$ cat config.mk
export PLATFORM = sky130hd
export DESIGN_NAME = serial_line_receiver
export DESIGN_NICKNAME = d
export VERILOG_FILES = /design/src/rtl/serial_pkg.sv /design/src/rtl/line_sync.sv /design/src/rtl/serial_line_receiver.sv
export SDC_FILE = /design/constraint.sdc
export NUM_CORES = 1
export LEC_CHECK = 0
export ABC_CLOCK_PERIOD_IN_PS = 2100
export BUFFER_PORTS_ARGS = -buffer_cell sky130_fd_sc_hd__buf_2
export CORE_MARGIN = 3
export CORE_UTILIZATION = 40
export CTS_CLUSTER_SIZE = 24
export DETAILED_ROUTE_END_ITERATION = 6
export SETUP_SLACK_MARGIN = 0.4
export SLEW_MARGIN = 20
export SYNTH_ARGS = -nofsm -noshare
export SYNTH_HDL_FRONTEND = slang
export SYNTH_SLANG_ARGS = --single-unit
$ cat constraint.sdc
create_clock -name clk -period 2.1 [get_ports clk]
set_clock_uncertainty 0.2 [all_clocks]
set_input_delay 0.21 -clock clk [delete_from_list [all_inputs] [get_ports clk]]
set_output_delay 0.21 -clock clk [all_outputs]
set_load 0.01 [all_outputs]
$ cat src/rtl/serial_pkg.sv
// serial_pkg: constants and types shared by the serial receive path.
//   FRAME_BITS       - payload bits per frame (parity + 8 data bits)
//   BAUD_DIV_DEFAULT - default clocks per bit period
//   LINE_IDLE        - level of an idle serial line
//   CNT_W / IDX_W    - widths of the bit-period counter and bit index
//   rx_state_e       - receiver state encoding, also exported for debug
package serial_pkg;

  localparam int   FRAME_BITS       = 9;
  localparam int   BAUD_DIV_DEFAULT = 4;
  localparam logic LINE_IDLE        = 1'b1;
  localparam int   CNT_W            = 8;
  localparam int   IDX_W            = 4;

  typedef enum logic [2:0] {
    ST_IDLE      = 3'd0,
    ST_START     = 3'd1,
    ST_DATA      = 3'd2,
    ST_STOP      = 3'd3,
    ST_WAIT_HIGH = 3'd4
  } rx_state_e;

endpackage

$ cat src/rtl/line_sync.sv
// line_sync: two-flop synchronizer for a single asynchronous input.
// Both flops reset to RESET_VAL so an idle-high line does not look like
// a falling edge right after reset.
//   clk_i   - destination clock
//   rst_i   - asynchronous active-high reset
//   async_i - asynchronous input
//   sync_o  - input re-timed to clk_i, 2 clocks of latency
module line_sync #(
  parameter logic RESET_VAL = 1'b1
) (
  input  logic clk_i,
  input  logic rst_i,
  input  logic async_i,
  output logic sync_o
);

  logic meta_q;
  logic sync_q;

  always_ff @(posedge clk_i or posedge rst_i) begin
    if (rst_i) begin
      meta_q <= RESET_VAL;
      sync_q <= RESET_VAL;
    end else begin
      meta_q <= async_i;
      sync_q <= meta_q;
    end
  end

  assign sync_o = sync_q;

endmodule

$ cat src/rtl/serial_line_receiver.sv
// serial_line_receiver: mid-bit-sampling receiver for 9-bit frames
// (start, parity, 8 data bits LSB first, stop) on an idle-high line.
//   clk            - clock, rising edge
//   rst            - asynchronous active-high reset
//   line           - serial input, asynchronous to clk
//   Ok             - consumer acknowledge (level sampled)
//   data_available - Data holds an unconsumed frame
//   Data           - frame; bit 0 = parity (first received), 8:1 = byte
//   frame_err      - 1-cycle pulse: stop bit sampled low
//   overrun        - 1-cycle pulse: frame completed while data_available high
//   busy           - receiver is not in IDLE
//   state_dbg      - current receiver state
//
// Handshake: data_available/Data form a valid/ready pair. data_available
// rises with Data already stable and stays high, Data unchanged, until an
// edge samples Ok=1; that edge consumes the frame. Ok while
// data_available is low does nothing, and on the edge that sets
// data_available the set wins over a simultaneous Ok.
module serial_line_receiver
  import serial_pkg::*;
#(
  parameter int BAUD_DIV = BAUD_DIV_DEFAULT
) (
  input  logic                  clk,
  input  logic                  rst,
  input  logic                  line,
  input  logic                  Ok,
  output logic                  data_available,
  output logic [FRAME_BITS-1:0] Data,
  output logic                  frame_err,
  output logic                  overrun,
  output logic                  busy,
  output rx_state_e             state_dbg
);

  localparam logic [CNT_W-1:0] HALF_BIT = CNT_W'(BAUD_DIV / 2);
  localparam logic [CNT_W-1:0] RELOAD   = CNT_W'(BAUD_DIV - 1);
  localparam logic [IDX_W-1:0] LAST_IDX = IDX_W'(FRAME_BITS - 1);

  logic line_s;

  rx_state_e             state_q, state_d;
  logic [CNT_W-1:0]      cnt_q, cnt_d;
  logic [IDX_W-1:0]      idx_q, idx_d;
  logic [FRAME_BITS-1:0] shreg_q, shreg_d;
  logic [FRAME_BITS-1:0] data_q, data_d;
  logic                  dav_q, dav_d;
  logic                  fe_q, fe_d;
  logic                  ov_q, ov_d;

  logic start_tick;
  logic bit_tick;

  line_sync #(.RESET_VAL(LINE_IDLE)) u_line_sync (
    .clk_i   (clk),
    .rst_i   (rst),
    .async_i (line),
    .sync_o  (line_s)
  );

  // START is loaded with HALF_BIT and samples on the edge where the
  // decrement reaches zero, so the start sample lands HALF_BIT clocks
  // after the low was seen. DATA/STOP count RELOAD..0 and sample while the
  // counter reads zero, which spaces samples exactly BAUD_DIV apart.
  assign start_tick = (state_q == ST_START) && (cnt_q == CNT_W'(1));
  assign bit_tick   = ((state_q == ST_DATA) || (state_q == ST_STOP)) &&
                      (cnt_q == '0);

  // State register
  always_ff @(posedge clk or posedge rst) begin
    if (rst) state_q <= ST_IDLE;
    else     state_q <= state_d;
  end

  // Datapath registers
  always_ff @(posedge clk or posedge rst) begin
    if (rst) begin
      cnt_q   <= '0;
      idx_q   <= '0;
      shreg_q <= '0;
      data_q  <= '0;
      dav_q   <= 1'b0;
      fe_q    <= 1'b0;
      ov_q    <= 1'b0;
    end else begin
      cnt_q   <= cnt_d;
      idx_q   <= idx_d;
      shreg_q <= shreg_d;
      data_q  <= data_d;
      dav_q   <= dav_d;
      fe_q    <= fe_d;
      ov_q    <= ov_d;
    end
  end

  // Next-state logic
  always_comb begin
    state_d = state_q;
    unique case (state_q)
      ST_IDLE:      if (!line_s) state_d = ST_START;
      ST_START:     if (start_tick) state_d = line_s ? ST_IDLE : ST_DATA;
      ST_DATA:      if (bit_tick && (idx_q == LAST_IDX)) state_d = ST_STOP;
      ST_STOP:      if (bit_tick) state_d = line_s ? ST_IDLE : ST_WAIT_HIGH;
      // A held-low line (break) must go high before a new start is armed.
      ST_WAIT_HIGH: if (line_s) state_d = ST_IDLE;
      default:      state_d = ST_IDLE;
    endcase
  end

  // Counter, shift register and output register updates
  always_comb begin
    cnt_d   = cnt_q;
    idx_d   = idx_q;
    shreg_d = shreg_q;
    data_d  = data_q;
    dav_d   = dav_q;
    fe_d    = 1'b0;
    ov_d    = 1'b0;

    // Consumer clear first; a frame completing on this edge overrides it.
    if (dav_q && Ok) dav_d = 1'b0;

    unique case (state_q)
      ST_IDLE: begin
        if (!line_s) cnt_d = HALF_BIT;
      end
      ST_START: begin
        cnt_d = cnt_q - CNT_W'(1);
        if (start_tick && !line_s) begin
          cnt_d = RELOAD;
          idx_d = '0;
        end
      end
      ST_DATA: begin
        if (bit_tick) begin
          shreg_d[idx_q] = line_s;
          cnt_d          = RELOAD;
          idx_d          = idx_q + IDX_W'(1);
        end else begin
          cnt_d = cnt_q - CNT_W'(1);
        end
      end
      ST_STOP: begin
        if (bit_tick) begin
          if (!line_s) begin
            fe_d = 1'b1;
          end else if (dav_q) begin
            // Previous frame still unconsumed: keep it, drop this one.
            ov_d = 1'b1;
          end else begin
            data_d = shreg_q;
            dav_d  = 1'b1;
          end
        end else begin
          cnt_d = cnt_q - CNT_W'(1);
        end
      end
      default: ;
    endcase
  end

  // Outputs
  always_comb begin
    data_available = dav_q;
    Data           = data_q;
    frame_err      = fe_q;
    overrun        = ov_q;
    busy           = (state_q != ST_IDLE);
    state_dbg      = state_q;
  end

endmodule

# ---- Word level (Yosys, flattened, before mapping)
# Index checks and enable logic that the tools add are counted.
dict set report totals {
  regBits 38
  input_bits 4
  out_inout_bits 16
}
dict set report classes {
  add_sub_neg 2
  order_cmp 2
  eq_ne 14
  mux 31
  bitwise 1
  reduce_logical 18
}
# operator count
set op_table {}
lappend op_table {{8-bit two-way mux} 4}
lappend op_table {{8-bit case mux with 4 select lines} 1}
lappend op_table {{3-bit two-way mux} 6}
lappend op_table {{3-bit case mux with 5 select lines} 1}
lappend op_table {{1-bit two-way mux} 13}
lappend op_table {{2-bit inequality test (second input constant)} 5}
lappend op_table {{9-bit bitwise mux} 1}
lappend op_table {{8-bit by 1-bit == test with 1-bit output (second input constant)} 1}
lappend op_table {{8-bit zero test} 1}
lappend op_table {{4-bit two-way mux} 2}
lappend op_table {{4-bit case mux with 2 select lines} 1}
lappend op_table {{8-bit by 1-bit subtractor with 8-bit output (second input constant)} 1}
lappend op_table {{3-bit by 2-bit == test with 1-bit output (second input constant)} 2}
lappend op_table {{1-bit logical AND} 6}
lappend op_table {{2-bit by 1-bit inequality test with 1-bit output (second input constant)} 3}
lappend op_table {{3-bit AND reduction} 2}
lappend op_table {{4-bit by 5-bit < comparator with 1-bit output (second input constant)} 1}
lappend op_table {{5-bit AND reduction} 1}
lappend op_table {{4-bit by 1-bit adder with 4-bit output (second input constant)} 1}
lappend op_table {{1-bit demux with 4-bit select} 1}
lappend op_table {{4-bit == test (second input constant)} 1}
lappend op_table {{4-bit by 1-bit greater-or-equal comparator with 1-bit output (second input constant)} 1}
lappend op_table {{4-bit AND reduction} 1}
lappend op_table {{4-bit nonzero test} 1}
lappend op_table {{other kinds (10)} 10}

# ---- Depth between registers and ports, before layout
dict set report depth {
  word_depth 6
  ltp_mapped 7
  mapped_depth_nobuf 6
}

# ---- Hierarchy
# Synthesis repeated with hierarchy kept, for this count alone.
dict set report unflattened {
  hier_cells 177
  hier_area_um2 1936.9
}
# mod instances cells_each area_each_um2
set by_module_without_submodules {}
lappend by_module_without_submodules {serial_line_receiver 1 174 1880.6}
lappend by_module_without_submodules {line_sync 1 3 56.3}

# ---- Worst setup path after synthesis
# Ideal clock, no wire load.
dict set report synth_path {
  path_type {reg-to-reg}
  from {register cnt_q[4]}
  to {register data_q[0] (netlist: Data[0])}
  setup_time_ps 125
  t_arrival_ps 1868
  path_slack_ps -93
  stages_incl_launch_ff 7
  n_path_buf 2
  path_cell_list {dfrtp_1 -> or3_1 -> buf_6 -> nor3_4 -> and4bb_1 -> buf_6 -> mux2_4}
}
dict set report synth_via {
  elab_chain_len 3
}
# element line_no
set synth_rtl {}
lappend synth_rtl {{start: declaration} serial_line_receiver.sv:43} ;# logic [CNT_W-1:0] cnt_q, cnt_d;
lappend synth_rtl {{start signal: assignment} serial_line_receiver.sv:86} ;# cnt_q <= cnt_d;
lappend synth_rtl {{8-bit zero test} serial_line_receiver.sv:67} ;# (cnt_q == '0);
lappend synth_rtl {{1-bit logical AND} serial_line_receiver.sv:66} ;# assign bit_tick = ((state_q == ST_DATA) || (state_q == ST_STOP)) &&
lappend synth_rtl {{4-bit AND reduction (no line)} -}
lappend synth_rtl {{end signal: assignment} serial_line_receiver.sv:89} ;# data_q <= data_d;
lappend synth_rtl {{end: declaration} serial_line_receiver.sv:46} ;# logic [FRAME_BITS-1:0] data_q, data_d;
# Every way passes these cells.
# A chain may end at the register's enable or synchronous reset.

# ---- Worst setup path after layout
dict set report layout_path {
  from {register cnt_q[7]}
  to {register data_q[8] (netlist: Data[8])}
}
# Same word-level chain as after synthesis.

==> results.json <==
{
  "fp.dieH_um": 77.6,
  "synth_fp_nets": 193,
  "synth.distinct_cells": 51,
  "cts_root_buf": "sky130_fd_sc_hd__clkbuf_8",
  "fin_nets": 252,
  "place.detailed.instances": 282,
  "netSwitchingFraction_pct": 39.3,
  "post_route_cells_drive_above_1_share_pct": 55.0,
  "cts_sinks": 38,
  "grt_pass1_wl_mm": 8.69,
  "synthMuxAreaShare_pct": 13.5,
  "yosys_register_bits": 38,
  "cts.clk_slew.worst_paths_ns": 0.08,
  "crit_required_ns": 2.07,
  "grt_setup_unrepaired": "yes",
  "via_count": 1678,
  "nFillCells": 384,
  "timing.hold.ws_ns": 0.162,
  "worst_tran_pin_value_ns": 0.481,
  "yosysWarningCount": 0,
  "status": "finished, final reports clean",
  "start_util_pct": 42.3,
  "tritoncts_clock_tree": "built",
  "min_period_ns": 2.06,
  "max-cap-violations": 0,
  "post_synth_xor_area_fraction_pct": 0.427,
  "grt_remaining_overflow": 0,
  "num_io_pins": 20,
  "layoutNonFillerInstCount": 309,
  "synthesis.area_mm2": 0.00205,
  "max_slew_headroom_at_the_worst_pin_pct": 67.9,
  "async_reset_ff_share_pct": 100,
  "die_width_um": 77.6,
  "min_period_over_period_pct": 98.3,
  "clk_buf_depth": 2,
  "vias_per_cell": 5.43,
  "detail_route.drc_violations": 0,
  "area_occupied_by_multi_input_gates_mm2": 0.00124,
  "route.antenna.remaining_nets": 0,
  "synth_seq_area_share_pct": 46.5,
  "groute.usage.overall_pct": 18.1,
  "synth-main-ff-cell": "sky130_fd_sc_hd__dfrtp_1",
  "synth_compound_area_share_pct": 12.5,
  "drt_pass1_iterations": 4,
  "rows": 25,
  "vdd_drop_max_v": 0.000883,
  "synth_simple_gate_area_share_pct": 17.8,
  "fin_ws_ns": 0.0367,
  "wirelength_mm": 5.19,
  "area.growth.synth_to_final_pct": 40.7,
  "endpoint_kind": "flip-flop",
  "internal-power_uw": 2070,
  "sequential_area_um2": 956,
  "post_synth.cell_area_avg_um2": 11.3,
  "cts-buffers-inserted": 5,
  "highest_count_cells_in_the_layout_ignoring_fill_and_taps": "34 x sky130_fd_sc_hd__dfrtp_1, 27 x sky130_fd_sc_hd__buf_4, 19 x sky130_fd_sc_hd__buf_2",
  "yosys.area_share.adder_pct": 4.27,
  "seq_power_share_pct": 29.6,
  "psw_uw": 1340,
  "report.final.hold_viol_count": 0,
  "powerDensity_mw_per_mm2": 1180,
  "final_standard_cell_area_without_fillers_mm2": 0.00289,
  "largest_net_degree_at_the_start_of_global_routing": 39,
  "n_antenna_cell": 0,
  "comb_power_share_pct": 55.0,
  "setup-violations-final": 0,
  "max_clock_freq_mhz": 485,
  "routed_wire_length_per_instance_um": 16.8,
  "dpl-instance-area_mm2": 0.00240,
  "drt_iter0_drc": 53,
  "latest_clock_arrival_within_the_worst_skew_pair_ns": 0.28,
  "arrival_ns": 2.03,
  "place.port_buffers": 19,
  "synth_enable_flop_cells": 0,
  "clockPowerShare_pct": 15.4,
  "slew_violations": 0,
  "routabilityCongestion": 0.885,
  "layout_commonest_cell": "sky130_fd_sc_hd__dfrtp_1",
  "startpoint_type": "flip-flop",
  "worst-path-max-fanout": 10,
  "hp-class": "reg2reg",
  "detailed_placement_hpwl_mm": 3.29,
  "grt_pass1_vias": 1767,
  "coreArea_mm2": 0.00485,
  "dp_worst_setup_slack_ns": -0.00358,
  "htreeDepth": 2,
  "power_leakage_uw": 0.00135,
  "antenna_found_initial": 0,
  "floorplan.die_area_mm2": 0.00602,
  "power.total_uw": 3400,
  "synth_top_family_by_area": "simple AND/OR/NAND/NOR gates",
  "synth_cells": 182,
  "path_class": "reg2reg"
}
==> worst max-delay path, cell delays in order, from the launching register on <==
cell and delay, ns:
sky130_fd_sc_hd__dfrtp_1 0.38, sky130_fd_sc_hd__or3_4 0.44, sky130_fd_sc_hd__nor3_4 0.21, sky130_fd_sc_hd__and4bb_1 0.26
sky130_fd_sc_hd__buf_12 0.15, sky130_fd_sc_hd__mux2_4 0.31
==> what timing repair did <==
item	4_1_cts	5_1_grt
setup buffers	11	4
hold endpoints to repair	37	1
gates resized for setup	40	16
gates cloned	1	0
endpoints found under the setup margin	37	37
pin swaps	12	9
hold buffers	2	1
==> cells in the mapped netlist (2+ instances only) <==
cell type                   n  share of area (%)
sky130_fd_sc_hd__nor4_1     2               0.61
sky130_fd_sc_hd__a22oi_1    3                1.1
sky130_fd_sc_hd__mux2_2     6                3.3
sky130_fd_sc_hd__inv_1     11                2.0
sky130_fd_sc_hd__nand2_1    5               0.92
sky130_fd_sc_hd__dfstp_2    2                2.6
sky130_fd_sc_hd__or3_1      2               0.61
sky130_fd_sc_hd__nand3_1   14                3.4
sky130_fd_sc_hd__o211ai_1   2               0.73
sky130_fd_sc_hd__nor2b_1    2               0.61
sky130_fd_sc_hd__a21oi_1    2               0.49
sky130_fd_sc_hd__dfrtp_1   36                 44
sky130_fd_sc_hd__o21ai_0   12                2.9
sky130_fd_sc_hd__or3b_2     2               0.85
sky130_fd_sc_hd__o21bai_1   2               0.73
sky130_fd_sc_hd__nor2_1    12                2.2
sky130_fd_sc_hd__ha_1       7                4.3
sky130_fd_sc_hd__nor3_1     4               0.98
sky130_fd_sc_hd__nand4_1    2               0.61
sky130_fd_sc_hd__buf_6      3                1.6
sky130_fd_sc_hd__nand4b_1   2               0.85
sky130_fd_sc_hd__o31a_2     2               0.98
sky130_fd_sc_hd__a31oi_1    2               0.61
sky130_fd_sc_hd__clkbuf_1   4               0.73
sky130_fd_sc_hd__a21o_1     2               0.73
sky130_fd_sc_hd__mux2_4    14                 10
==> area by class of cell <==
type	count	area share [%]
repair buffers	61	16.3
clock inverters	2	0.434
clock buffers	6	2.86
flip-flops and latches	38	33.1
inverters	11	1.43
well taps	67	2.91
multi-input cells	124	42.9
==> power groups by stage <==
| stage | Clock (uW) | Combinational [uW] | Sequential (uW) |
|---|---|---|---|
| 6_report | 523 | 1870 | 1010 |
| 3_3_place_gp | 0 | 1230 | 978 |
| 2_1_floorplan | 0 | 888 | 973 |
| 4_1_cts | 540 | 1680 | 993 |
| 3_5_place_dp | 0 | 1280 | 990 |
| 5_1_grt | 585 | 2010 | 1020 |
==> worst paths after layout <==
check | from | to | slack, ns | depth (start not counted)
setup / recovery | cnt_q[7] | Data[8] | 0.04 | 5
hold / removal | u_line_sync.meta_q | u_line_sync.sync_o | 0.16 | 0
setup reg to reg | cnt_q[7] | Data[8] | 0.04 | 5
hold reg to reg | u_line_sync.meta_q | u_line_sync.sync_o | 0.16 | 0
max in group asynchronous | rst | state_dbg[1] | 0.97 | 4
min in group asynchronous | rst | idx_q[0] | 0.38 | 4
==> registers in the layout (all words and copies together), names as in the netlist <==
signal and cells:
Data 9, idx_q 4, u_line_sync.meta_q 1, data_available 1, u_line_sync.sync_o 1, overrun 1, frame_err 1, shreg_q 9
state_dbg 3, cnt_q 8
==> through the flow <==
step                      utilization (%)  TNS (ns)
final                                59.5         0
after global routing                 59.5    -0.134
after CTS                            57.4         0
after detailed placement             49.5  -0.00358
after global placement               49.5         0
after floorplan                         -    -0.652
==> cells by family after synthesis <==
kind of cell / count (synthesis)
AOI/OAI and AO/OA: 37
xor gates and xnor gates: 1
adders and majority gates: 7
buffers and inverters: 20
DFF: 38
muxes: 20
and+or+nand+nor: 59
==> metal layers <==
layer | GRT usage [%] | share of wire (%) | vias up
met5 | 0 | 0 | -
met4 | 7.83 | 2.7 | 0
li1 | - | - | 783
met1 | 22.9 | 44 | 839
met3 | 3.60 | 2.8 | 12
met2 | 30.1 | 50 | 44
Note: power is estimated with default switching activity, not from simulation.
